## src/rtl/uart_tx_mmio.sv

```systemverilog
`default_nettype none
// ============================================================================
//  Module   : uart_tx_mmio
//  Purpose  : Memory-mapped 8N1 UART transmitter for the picorv32 native
//             memory bus. Decodes a 16-byte window, buffers bytes in a TX
//             FIFO and serialises them at a programmable baud divisor.
//  Revision : 1.0 - initial release
// ----------------------------------------------------------------------------
//  Ports
//    clk        in   1   system clock
//    resetn     in   1   synchronous active-low reset
//    mem_valid  in   1   bus request valid
//    mem_instr  in   1   instruction fetch flag (treated as a read)
//    mem_ready  out  1   one-cycle response strobe
//    mem_addr   in  32   byte address
//    mem_wdata  in  32   write data
//    mem_wstrb  in   4   byte write strobes, 0 = read
//    mem_rdata  out 32   read data, zero whenever mem_ready is low
//    uart_tx    out  1   serial line, idles high
//    tx_irq     out  1   high while FIFO empty and shifter idle
//  Register map (offset)
//    0x0 TXDATA  W: push wdata[7:0]       R: 0
//    0x4 STATUS  R: {level, ovf, busy, empty, full}  W: wdata[3]=1 clears ovf
//    0x8 DIV     R/W [15:0], byte-wise
//    0xC reserved, reads 0
// ============================================================================
module uart_tx_mmio #(
   parameter logic [31:0] BASE_ADDR  = 32'h1000_0000,
   parameter int          CLK_DIV    = 868,
   parameter int          FIFO_DEPTH = 8
) (
   input  logic        clk,
   input  logic        resetn,
   input  logic        mem_valid,
   input  logic        mem_instr,
   output logic        mem_ready,
   input  logic [31:0] mem_addr,
   input  logic [31:0] mem_wdata,
   input  logic [3:0]  mem_wstrb,
   output logic [31:0] mem_rdata,
   output logic        uart_tx,
   output logic        tx_irq
);

   localparam int             PTR_W   = $clog2(FIFO_DEPTH);
   localparam logic [PTR_W:0] DEPTH_C = (PTR_W + 1)'(FIFO_DEPTH);
   localparam logic [15:0]    DIV_RST = 16'(CLK_DIV);

   typedef enum logic [1:0] {
      S_IDLE  = 2'd0,
      S_START = 2'd1,
      S_DATA  = 2'd2,
      S_STOP  = 2'd3
   } state_t;

   // ------------------------------------------------------------------------
   // Bus decode
   // ------------------------------------------------------------------------
   logic       hit;
   logic       is_write;
   logic [1:0] reg_sel;
   logic       push_req;
   logic       ovf_clr;
   logic       div_wr;

   // The !mem_ready term stops a request that the master still holds during
   // its response cycle from being accepted a second time.
   assign hit      = mem_valid && (mem_addr[31:4] == BASE_ADDR[31:4]) && !mem_ready;
   assign is_write = |mem_wstrb;
   assign reg_sel  = mem_addr[3:2];
   assign push_req = hit && is_write && (reg_sel == 2'd0) && mem_wstrb[0];
   assign ovf_clr  = hit && is_write && (reg_sel == 2'd1) && mem_wstrb[0] && mem_wdata[3];
   assign div_wr   = hit && is_write && (reg_sel == 2'd2);

   // Bits the block has no use for.
   logic unused_bits;
   assign unused_bits = &{1'b0, mem_instr, mem_addr[1:0], mem_wdata[31:16], mem_wstrb[3:2]};

   // ------------------------------------------------------------------------
   // TX FIFO
   // ------------------------------------------------------------------------
   logic [7:0]       fifo_mem [FIFO_DEPTH];
   logic [PTR_W-1:0] wr_ptr;
   logic [PTR_W-1:0] rd_ptr;
   logic [PTR_W:0]   level;
   logic             fifo_full;
   logic             fifo_empty;
   logic             push;
   logic             pop;
   logic             overflow;

   assign fifo_full  = (level == DEPTH_C);
   assign fifo_empty = (level == '0);
   // A pop on the same edge frees the slot, so a full FIFO still accepts.
   assign push       = push_req && (!fifo_full || pop);

   always_ff @(posedge clk) begin
      if (push) begin
         fifo_mem[wr_ptr] <= mem_wdata[7:0];
      end
   end

   always_ff @(posedge clk) begin
      if (!resetn) begin
         wr_ptr   <= '0;
         rd_ptr   <= '0;
         level    <= '0;
         overflow <= 1'b0;
      end else begin
         if (push) begin
            wr_ptr <= wr_ptr + 1'b1;
         end
         if (pop) begin
            rd_ptr <= rd_ptr + 1'b1;
         end
         case ({push, pop})
            2'b10:   level <= level + 1'b1;
            2'b01:   level <= level - 1'b1;
            default: level <= level;
         endcase
         if (push_req && !push) begin
            overflow <= 1'b1;
         end else if (ovf_clr) begin
            overflow <= 1'b0;
         end
      end
   end

   // ------------------------------------------------------------------------
   // Baud divisor register
   // ------------------------------------------------------------------------
   logic [15:0] div_q;
   logic [15:0] eff_div;
   logic [15:0] bit_load;

   always_ff @(posedge clk) begin
      if (!resetn) begin
         div_q <= DIV_RST;
      end else if (div_wr) begin
         if (mem_wstrb[0]) begin
            div_q[7:0] <= mem_wdata[7:0];
         end
         if (mem_wstrb[1]) begin
            div_q[15:8] <= mem_wdata[15:8];
         end
      end
   end

   // A divisor of zero runs at one cycle per bit. The divisor is only sampled
   // when a bit period is loaded, so updates land on the next bit boundary.
   assign eff_div  = (div_q == 16'd0) ? 16'd1 : div_q;
   assign bit_load = eff_div - 16'd1;

   // ------------------------------------------------------------------------
   // Transmit FSM
   // ------------------------------------------------------------------------
   state_t      state;
   state_t      state_nx;
   logic [15:0] baud_cnt;
   logic [15:0] baud_nx;
   logic [2:0]  bit_cnt;
   logic [2:0]  bit_nx;
   logic [7:0]  shift;
   logic [7:0]  shift_nx;
   logic        tx_nx;
   logic        bit_end;

   assign bit_end = (baud_cnt == 16'd0);

   always_ff @(posedge clk) begin
      if (!resetn) begin
         state    <= S_IDLE;
         baud_cnt <= '0;
         bit_cnt  <= '0;
         shift    <= '0;
         uart_tx  <= 1'b1;
      end else begin
         state    <= state_nx;
         baud_cnt <= baud_nx;
         bit_cnt  <= bit_nx;
         shift    <= shift_nx;
         uart_tx  <= tx_nx;
      end
   end

   always_comb begin
      state_nx = state;
      baud_nx  = baud_cnt;
      bit_nx   = bit_cnt;
      shift_nx = shift;
      pop      = 1'b0;
      tx_nx    = 1'b1;

      case (state)
         S_IDLE: begin
            if (!fifo_empty) begin
               pop      = 1'b1;
               shift_nx = fifo_mem[rd_ptr];
               baud_nx  = bit_load;
               state_nx = S_START;
            end
         end
         S_START: begin
            if (bit_end) begin
               baud_nx  = bit_load;
               bit_nx   = 3'd0;
               state_nx = S_DATA;
            end else begin
               baud_nx = baud_cnt - 16'd1;
            end
         end
         S_DATA: begin
            if (bit_end) begin
               baud_nx  = bit_load;
               shift_nx = {1'b0, shift[7:1]};
               if (bit_cnt == 3'd7) begin
                  state_nx = S_STOP;
               end else begin
                  bit_nx = bit_cnt + 3'd1;
               end
            end else begin
               baud_nx = baud_cnt - 16'd1;
            end
         end
         S_STOP: begin
            if (bit_end) begin
               baud_nx = bit_load;
               // Chain straight into the next start bit so back-to-back
               // frames have no idle gap.
               if (!fifo_empty) begin
                  pop      = 1'b1;
                  shift_nx = fifo_mem[rd_ptr];
                  state_nx = S_START;
               end else begin
                  state_nx = S_IDLE;
               end
            end else begin
               baud_nx = baud_cnt - 16'd1;
            end
         end
         default: begin
            state_nx = S_IDLE;
         end
      endcase

      // The line is registered from the next state so it is glitch-free and
      // aligned with the state it represents.
      case (state_nx)
         S_START: tx_nx = 1'b0;
         S_DATA:  tx_nx = shift_nx[0];
         default: tx_nx = 1'b1;
      endcase
   end

   assign tx_irq = fifo_empty && (state == S_IDLE);

   // ------------------------------------------------------------------------
   // Read mux and response
   // ------------------------------------------------------------------------
   logic [31:0] status;
   logic [31:0] rd_val;

   always_comb begin
      status                = '0;
      status[0]             = fifo_full;
      status[1]             = fifo_empty;
      status[2]             = (state != S_IDLE);
      status[3]             = overflow;
      status[8 +: PTR_W+1]  = level;
      rd_val                = '0;
      case (reg_sel)
         2'd1:    rd_val = status;
         2'd2:    rd_val = {16'd0, div_q};
         default: rd_val = '0;
      endcase
   end

   always_ff @(posedge clk) begin
      if (!resetn) begin
         mem_ready <= 1'b0;
         mem_rdata <= '0;
      end else begin
         mem_ready <= hit;
         mem_rdata <= (hit && !is_write) ? rd_val : 32'd0;
      end
   end

endmodule
`default_nettype wire

```

## config.mk

```make
export PLATFORM = sky130hd
export DESIGN_NAME = uart_tx_mmio
export DESIGN_NICKNAME = d
export VERILOG_FILES = /design/src/rtl/uart_tx_mmio.sv
export SDC_FILE = /design/constraint.sdc
export NUM_CORES = 1
export LEC_CHECK = 0
export ABC_AREA = 0
export BUFFER_PORTS_ARGS = -buffer_cell sky130_fd_sc_hd__buf_2
export CAP_MARGIN = 20
export CORE_MARGIN = 2
export CORE_UTILIZATION = 38
export DETAILED_ROUTE_END_ITERATION = 12
export HOLD_SLACK_MARGIN = 0.05
export PLACE_DENSITY = 0.69
export SLEW_MARGIN = 15
export SYNTH_ARGS = -nofsm -noshare
export SYNTH_HDL_FRONTEND = slang
export SYNTH_SLANG_ARGS = --single-unit
export TNS_END_PERCENT = 100
```

## constraint.sdc

```tcl
create_clock -name clk -period 4 [get_ports clk]
set_input_delay 0.8 -clock clk [delete_from_list [all_inputs] [get_ports clk]]
set_output_delay 0.8 -clock clk [all_outputs]
set_load 0.05 [all_outputs]
```

Word-level counts from Yosys, hierarchy flattened

Memories as Yosys holds them, arrays and structs flattened. A register that Yosys moved wholly into a read port is not among the register bits.
Index checks and enable logic that the tools add are counted.
W data, S select, Z words.

Bits of input ports: 72
Memory bits (writable): 64
Bits in registers: 90
Memories kept: 1
Output and inout port bits: 35
Logic and storage cells: 105

Memory list:

| memory   | words | width | rd ports | clocked after Yosys merged registers in | wr ports | line | text |
|---|---|---|---|---|---|---|---|
| fifo_mem | 8     | 8     | 1        | 1                                       | 1        | 82   | `logic [7:0] fifo_mem [FIFO_DEPTH];` |

Reduce and logical (&&, ||, !) cells: 35
Add/sub/neg operators: 7
Mux-type cells: 31
Eq/ne operators: 17

Operators by type and width:

| kind                    | count |
|---|---|
| $pmux W16 S2            | 2 |
| $mux W16                | 3 |
| $logic_not A16 Y1       | 2 |
| $sub A16 B1 Y16 const B | 2 |
| $eq A28 B25 Y1 const B  | 1 |
| $mux W8                 | 3 |
| $pmux W8 S3             | 1 |
| $mux W3                 | 5 |
| $logic_and A1 B1 Y1     | 13 |
| $eq A2 B2 Y1 const B    | 5 |
| $mux W2                 | 5 |
| $ne A2 B2 Y1 const B    | 5 |
| $add A3 B1 Y3 const B   | 3 |
| $eq A2 B1 Y1 const B    | 4 |
| $pmux W2 S4             | 1 |
| $pmux W4 S2             | 1 |
| $reduce_bool A2 Y1      | 4 |
| $mux W1                 | 7 |
| $pmux W3 S2             | 1 |
| $reduce_and A2 Y1       | 3 |
| $add A4 B1 Y4 const B   | 1 |
| $eq A4 B4 Y1 const B    | 1 |
| $logic_not A1 Y1        | 4 |
| $logic_not A2 Y1        | 2 |
| 10 further kinds        | 11 |

Logic depth before layout (Yosys ltp)

Gate-level depths: netlist of run 1.

Depth after elaboration: 10
Gate-level depth with buffers: 11
Depth with buffers taken out: 11

Worst setup path before layout of run 1

No wires, ideal clock.

Kind: input port to flip-flop
Start point: in mem_addr[15]
End point: mem fifo_mem[0][0], enable pin
Path slack: 969 ps
Stages on the path: 7
Arrival: 2648 ps
Path buffers: 1
Required time: 3617 ps
Library setup time: 383 ps
Cell sequence: nor4_1 -> and4_1 -> and2_1 -> clkbuf_2 -> nand2_1 -> or3_4 -> nor3_1

Longest elaborated chain between the ends: 9

Ends and longest elaborated chain:

| item                             | line | text |
|---|---|---|
| from (decl)                      | 37   | `input logic [31:0] mem_addr,` |
| $eq A28 B25 Y1                   | 68   | `assign hit = mem_valid && (mem_addr[31:4] == BASE_ADDR[31:4]) && !mem_ready;` |
| $logic_and A1 B1 Y1 (2 in a row) | 68   |  |
| $logic_and A1 B1 Y1 (3 in a row) | 71   | `assign push_req = hit && is_write && (reg_sel == 2'd0) && mem_wstrb[0];` |
| $logic_and A1 B1 Y1              | 95   | `assign push = push_req && (!fifo_full \|\| pop);` |
| $mux W1                          | 98   | `if (push) begin` |
| $mux W1 (implied by the code)    | 99   | `fifo_mem[wr_ptr] <= mem_wdata[7:0];` |
| to (decl)                        | 82   |  |

Every way passes these cells.

Final worst setup path of run 1

Start point: reg level[3]
End point: out tx_irq

Longest elaborated chain between the ends: 2

Ends and longest elaborated chain:

| item                   | line | text |
|---|---|---|
| from (decl)            | 85   | `logic [PTR_W:0] level;` |
| from (signal assigned) | 117  | `2'b10: level <= level + 1'b1;` |
| from (signal assigned) | 118  | `2'b01: level <= level - 1'b1;` |
| from (signal assigned) | 119  | `default: level <= level;` |
| $logic_not A4 Y1       | 93   | `assign fifo_empty = (level == '0);` |
| $logic_and A1 B1 Y1    | 255  | `assign tx_irq = fifo_empty && (state == S_IDLE);` |
| to (decl)              | 42   | `output logic tx_irq` |

Every way passes these cells.

==> summary.md, run 1 <==
| Metric | Value |
|---|---|
| Average routed wire per standard cell | 15.6 um |
| Antenna violations before repair | 0 |
| Setup repair bufs after CTS | 0 |
| Number of buffers added by the clock tree synthesis step | 17 |
| Highest ir drop seen on vdd | 0.313 mV |
| Htree depth | 4 |
| Tightest hold margin | 0.479 ns |
| Synthesized area per cell | 10.9 sq um |
| Buffer levels on the longest clock path | 2 |
| Number of cell instances on the worst register-to-register path | 10 |
| Cells along the critical path | nor4_2, nand2_1, buf_4, inv_1, buf_2 |
| Detailed placement HPWL | 10,100 um |
| Final setup violating endpoints | 0 |
| Count of max-cap constraint violations | 0 |
| Number of clock sinks | 141 |
| Seq/Total Area, Yosys | 0.507 |
| Register clock-pin slew on the reported worst setup and hold paths | 0.06 ns |
| Area of all placed cells without fillers | 7910 sq um |
| DRC Markers | 0 |
| Most common library cells after synthesis | dfxtp_1 (77), edfxtp_1 (64), nor2_1 (47), nand2_1 (45), o21ai_0 (38) |
| Cell class contributing the biggest share of worst-path delay | buffers and inverters |
| Largest cells by area after synthesis | edfxtp_1 (28%), dfxtp_1 (23%), mux4_2 (5.3%) |
| Worst-case setup slack after placement | 0.752 ns |
| Transition time at the pin with the least slew margin | 0.784 ns |
| Register bit count reported by yosys | 141 |
| DRC marker count from the first detailed-route iteration | 314 |
| Number of vias per cell | 5.28 |
| Total global routing overflow | 0 |
| Post-Syn Instances | 626 |
| Total track usage | 0.158 |
| Kind of critical path | reg -> out |
| Port Buffer Count | 71 |
| Number of enable-type register cells in the synthesized netlist | 64 |
| Worst hold-check path type | reg -> reg |
| Cell Rows | 49 |
| Pin count of the biggest net entering global routing | 38 |
| Die outline height | 138 um |
| Proportion of layout cells with a drive suffix above 1 | 0.207 |
| Period Utilization, post-route | 0.778 |
| Cell type with the highest aggregate area in the netlist | edfxtp_1 |
| Chip Width | 138 um |
| Count of nets after finishing | 787 |
| Final estimated routing congestion in global placement | 0.832 |
| Leakage | 2.98 nW |
| Tightest slew margin relative to the limit | 0.475 |
| Final Hold Vio Count | 0 |
| Area of the core | 17,800 sq um |
| Number of instances resized during post-cts repair | 0 |
| Number of stages on the worst setup path | 5 |
| Slew Limit Fails | 0 |
| Run status | finished, final reports clean |
| Cell Area, Placed | 7360 sq um |
| Critical Path Source Type | flop |
| Total negative slack for setup checks | 0 ns |
| Final worst setup slack | 0.889 ns |
| Number of cells on the worst hold path | 2 |
| Time the final worst path needs with I/O delays and setup | 3.11 ns |
| Clock Skews | 0.00760 ns |
| Synth Warn # | 0 |
| Synth-to-Final Area Change | 15.9% |
| Slowest CP cell | nor4_2 |
| Effective utilization at floorplan | 0.384 |
| Share of flip-flops with an asynchronous set or reset after synthesis | 0 |
| Arrival time of data at the critical path endpoint | 2.31 ns |
| First-pass GRT wire length | 24,200 um |
| Via count | 4,958 |
| Antenna cells | 0 |
| Routed WL | 14,600 um |
| Maximum clock rate | 321 MHz |
| Synthesized area | 6830 sq um |
| TritonCTS clock tree | built |
| Power density relative to cell area | 518 nW/um^2 |
| Number of inserted filler cells in the final layout | 1,663 |
| Number of global-route vias before repair | 4,803 |
| Cts-stage hold buffer count | 0 |
| Distinct cell type count of the synthesized netlist | 67 |
| Remaining number of nets flagged by the antenna check after routing | 0 |
| Die Area | 19,100 sq um |
| Primary flip-flop cell chosen by synthesis mapping | dfxtp_1 |
| Slowest stage delay, CP | 0.63 ns |
| Count of TritonRoute iterations in the first routing pass | 5 |
| Final core utilization | 0.445 |
| Element type at the critical path end | primary output |
| Highest fanout seen on the critical path | 28 |
| Root Buffer Master | clkbuf_16 |
| Worst-skew pair later-pin latency | 0.42 ns |
| Unrepaired setup endpoints after global routing | false |
| Area share of the largest cell type after synthesis | 0.281 |
| Critical path required time | 3.20 ns |
| Top-count cell post-synth | dfxtp_1 |
| Worst Path Buf+Inv | 3 |
| I/O pin cnt | 107 |
[layout by cell type, fill, tap and decap left out, drive strengths merged, types with 9 or more instances in the layout]
| cell type | Yosys | routed |
|---|---|---|
| dfxtp | 77 | 77 |
| buf | 28 | 84 |
| nand4 | 9 | 9 |
| nor2b | 20 | 20 |
| mux2i | 31 | 31 |
| a21oi | 15 | 15 |
| and3 | 15 | 15 |
| o21ai | 39 | 39 |
| and2 | 12 | 12 |
| nor2 | 47 | 47 |
| nand2 | 45 | 45 |
| nor3 | 18 | 18 |
| ha | 17 | 17 |
| mux4 | 16 | 16 |
| a22oi | 18 | 18 |
| nor4 | 19 | 19 |
| conb | 1 | 16 |
| inv | 14 | 22 |
| clkbuf | 19 | 17 |
| edfxtp | 64 | 64 |
| nand3 | 22 | 22 |
[cells by family after synthesis]
group           synth area share
compound gates             0.105
xor+xnor                  0.0180
fa+ha+maj                 0.0341
buf+inv                   0.0465
flops                      0.507
mux                        0.102
other cells             0.000549
simple gates               0.187
[per-layer routing]
metal / share of wire / routed length, um / track usage / up-vias
met5: 0 / 0 / 0 / -
met4: 0.020 / 289 / 0.0612 / 0
met2: 0.48 / 7070 / 0.261 / 131
met3: 0.044 / 638 / 0.0371 / 23
met1: 0.45 / 6640 / 0.202 / 2371
li1: - / - / - / 2433
[final timing paths]
path                               start        to  slack [ns]
worst max-delay path            level[3]    tx_irq        0.89
worst min-delay path            overflow  overflow        0.48
worst max register to register  state[1]  level[3]        1.02
worst min register to register  overflow  overflow        0.48
[power by group]
group	internal, mW	leakage, nW	switching [mW]
clock	0.811	0.263	0.658
sequential	1.56	1.20	0.0454
combinational	0.382	1.53	0.636
total	2.75	2.98	1.34
[worst min-delay path, cell delays in order, from the launching register on]
cell and delay (ns):
dfxtp_1 0.31, nand2_1 0.05, a21boi_0 0.07
[cell type report]
| type | instances | area, sq um | area share |
|---|---|---|---|
| Clock buffer | 17 | 425 | 0.0538 |
| Clock inverter | 15 | 128 | 0.0161 |
| Inverter | 14 | 52.6 | 0.00664 |
| Multi-Input combinational cell | 439 | 3100 | 0.392 |
| Sequential cell | 141 | 3460 | 0.438 |
| Tap cell | 229 | 287 | 0.0362 |
| Timing Repair Buffer | 84 | 453 | 0.0573 |
[per-stage QoR]
| stage | cells | power (mW) |
|---|---|---|
| after global routing | 939 | 4.31 |
| after detailed placement | 907 | 2.65 |
| after CTS | 939 | 4.12 |
| after global placement | 907 | 2.63 |
| after floorplan | 641 | 2.43 |
| final | 939 | 4.09 |
[state kept, by name, indices dropped and copies added (netlist names), named ones only]
| register | count |
|---|---|
| uart_tx | 1 |
| div_q | 16 |
| bit_cnt | 3 |
| mem_ready | 1 |
| shift | 8 |
| wr_ptr | 3 |
| baud_cnt | 16 |
| mem_rdata | 16 |
| fifo_mem | 64 |
| state | 2 |
| rd_ptr | 3 |
| level | 4 |
| overflow | 1 |
(Power assumes the default switching activity.)
==> run 2: changes to the inputs <==
Clock period 4 ns to 3.1 ns, I/O delays scaled along.
==> run 2 against run 1 <==
Critical endpoint is now level[3]. Count of clock-buffer cells in the layout did not move. Via count is 0.34% higher. Largest cell class unchanged. Sequential power is 30% higher. Clock skew increased by 0.0018 ns. Utilization up 1.0 points. Routed wire length decreased by 0.29%. Register-to-register slack got worse by 0.72 ns.
==> summary.md, run 2 (synthesis results as in run 1) <==
| Metric | Value |
|---|---|
| Number of instances resized during post-cts repair | 0 (unchanged) |
| R2R Path Start | state[1] |
| Area of the core | 17,800 sq um (unchanged) |
| Comb pwr share | 0.234 (-0.015) |
| Transition time at the pin with the least slew margin | 0.773 ns (-0.0112 ns) |
| Register with the most flip-flops | fifo_mem |
| Switch Pwr | 1.75 mW (+31%) |
| Remaining number of nets flagged by the antenna check after routing | 0 (unchanged) |
| Power density relative to cell area | 692 nW/um^2 (+34%) |
| Count of TritonRoute iterations in the first routing pass | 6 (+1) |
| Proportion of layout cells with a drive suffix above 1 | 0.222 (+0.0146) |
| Synth-to-Final Area Change | 18.5% |
| Number of inserted filler cells in the final layout | 1,630 (-2.0%) |
| Switch share | 0.313 (-0.0139) |
| Clock Power Share | 0.392 (+0.033) |
| Most frequent cells in the layout | dfxtp_1 (77), buf_2 (71), edfxtp_1 (64) |
| Total track usage | 0.157 (-0.000829) |
| Worst-skew pair later-pin latency | 0.43 ns (about the same) |
| Final estimated routing congestion in global placement | 0.901 (+8.2%) |
| Critical Path Source Type | flop |
| Portion of total power attributed to sequential cells | 0.373 (-0.019) |
| Int Pwr | 3.85 mW (+40%) |
| Number of global-route vias before repair | 4,697 (-2.2%) |
| Antenna cells | 0 (unchanged) |
| Htree depth | 4 (unchanged) |
| Number of cell instances on the worst register-to-register path | 11 (+1) |
| Element type at the critical path end | flop |
| Chip Width | 138 um (unchanged) |
| Tightest slew margin relative to the limit | 0.482 (+0.00632) |
| Time the final worst path needs with I/O delays and setup | 2.80 ns |
| Detailed placement HPWL | 10,200 um (+1.1%) |
| Unrepaired setup endpoints after global routing | false |
| Count of nets after finishing | 799 (+1.5%) |
| Number of vias per cell | 5.23 (-0.92%) |
| Root Buffer Master | clkbuf_16 |
| Register clock-pin slew on the reported worst setup and hold paths | 0.06 ns (about the same) |
| DRC Markers | 0 (unchanged) |
| Routed WL | 14,600 um (-0.29%) |
| Arrival time of data at the critical path endpoint | 3.15 ns (+0.84 ns) |
| Via count | 4,975 (+0.34%) |
| Average routed wire per standard cell | 15.3 um (-1.6%) |
| Die Area | 19,100 sq um (unchanged) |
| DRC marker count from the first detailed-route iteration | 285 (-9.2%) |
| R2r endpoint | level[3] |
| Kind of critical path | reg -> reg |
| Count of max-cap constraint violations | 0 (unchanged) |
| Maximum clock rate | 358 MHz |
| Flop-to-flop setup slack | 0.30 ns (-0.72 ns) |
| Cell Rows | 49 (unchanged) |
| Die outline height | 138 um (unchanged) |
| Hold_sp | mem_wdata[8] |
| First-pass GRT wire length | 24,000 um (-0.83%) |
| Total global routing overflow | 0 (unchanged) |
| Worst Hold Path EP | div_q[8] |
| Setup repair bufs after CTS | 0 (unchanged) |
| Effective utilization at floorplan | 0.384 (unchanged) |
| Port Buffer Count | 71 (unchanged) |
| Highest ir drop seen on vdd | 0.500 mV (+60%) |
| Cts-stage hold buffer count | 0 (unchanged) |
| Critical Path Source | state[1] |
| Number of flip-flops in the largest register | 64 (unchanged) |
| Antenna violations before repair | 0 (unchanged) |
| Highest fanout seen on the critical path | 8 (-71%) |
| Clock Skews | 0.00937 ns (+0.00177 ns) |
| Critical path required time | 3.46 ns (+0.26 ns) |
| Period Utilization, post-route | 0.902 |
| Final setup violating endpoints | 0 (unchanged) |
| Number of buffers added by the clock tree synthesis step | 17 (unchanged) |
| Run status | finished, final reports clean |
| Total negative slack for setup checks | 0 ns (unchanged) |
| Worst hold-check path type | in -> reg |
| Buffer levels on the longest clock path | 2 (unchanged) |
| Area of all placed cells without fillers | 8090 sq um (+2.3%) |
| Commonest non-fill, non-tap cell in the layout | dfxtp_1 |
| Final Hold Vio Count | 0 (unchanged) |
| I/O pin cnt | 107 (unchanged) |
| Cell Area, Placed | 7450 sq um (+1.2%) |
| Slew Limit Fails | 0 (unchanged) |
| Pin count of the biggest net entering global routing | 32 (-16%) |
| TritonCTS clock tree | built |
| Number of clock sinks | 141 (unchanged) |
| Number of cells on the worst hold path | 3 (+1) |
| Leakage | 3.10 nW (+3.8%) |
[run 2: layout make-up]
class                           count  area [sq um]  area share
Timing Repair Buffer               96           543      0.0671
Inverter                           14          52.6     0.00649
Sequential cell                   141          3460       0.428
Clock buffer                       17           425      0.0526
Tap cell                          229           287      0.0354
Clock inverter                     15           220      0.0272
Multi-Input combinational cell    439          3100       0.383
[run 2: critical path, stage by stage, from the launching register on]
cell and delay, ns:
dfxtp_1 0.47, inv_1 0.14, ha_1 0.30, nor2b_1 0.11, nand4_1 0.15, o21ai_4 0.29
and2_1 0.25, ha_1 0.25, a21o_1 0.17, a21oi_1 0.16, mux2i_1 0.24, mux2i_1 0.19
[run 2: per-layer routing]
layer / GRT usage / vias up / part of all wire
li1: - / 2460 / -
met1: 0.209 / 2380 / 0.47
met2: 0.252 / 118 / 0.47
met3: 0.0339 / 17 / 0.041
met4: 0.0618 / 0 / 0.018
met5: 0 / - / 0
[run 2: worst max-delay path by stage]
stage | cells after the start | end | slack [ns]
final | 11 | level[3] | 0.30
after global routing | 11 | level[3] | 0.04
after CTS | 11 | level[3] | 0.29
after detailed placement | 10 | level[3] | 0.27
after global placement | 10 | level[3] | 0.31
after floorplan | 7 | fifo_mem[0][0] | 0.25
[run 2: metrics by stage]
step           worst slack, ns  total power [mW]  utilization  hold WS, ns  instances
5_1_grt                 0.0420              5.88        0.455        0.421        951
3_5_place_dp             0.269              3.44        0.419        0.460        919
6_report                 0.305              5.60        0.455        0.425        951
4_1_cts                  0.291              5.64        0.455        0.412        951
3_3_place_gp             0.307              3.43        0.419        0.452        919
2_1_floorplan            0.249              3.14            -        0.441        641
[run 2: power groups by stage]
stage               clock [mW]  combinational, mW  sequential (mW)
floorplan                    0               1.02             2.11
global placement             0               1.30             2.13
detailed placement           0               1.31             2.13
CTS                       2.24               1.31             2.09
global route              2.31               1.47             2.10
finish                    2.20               1.31             2.09
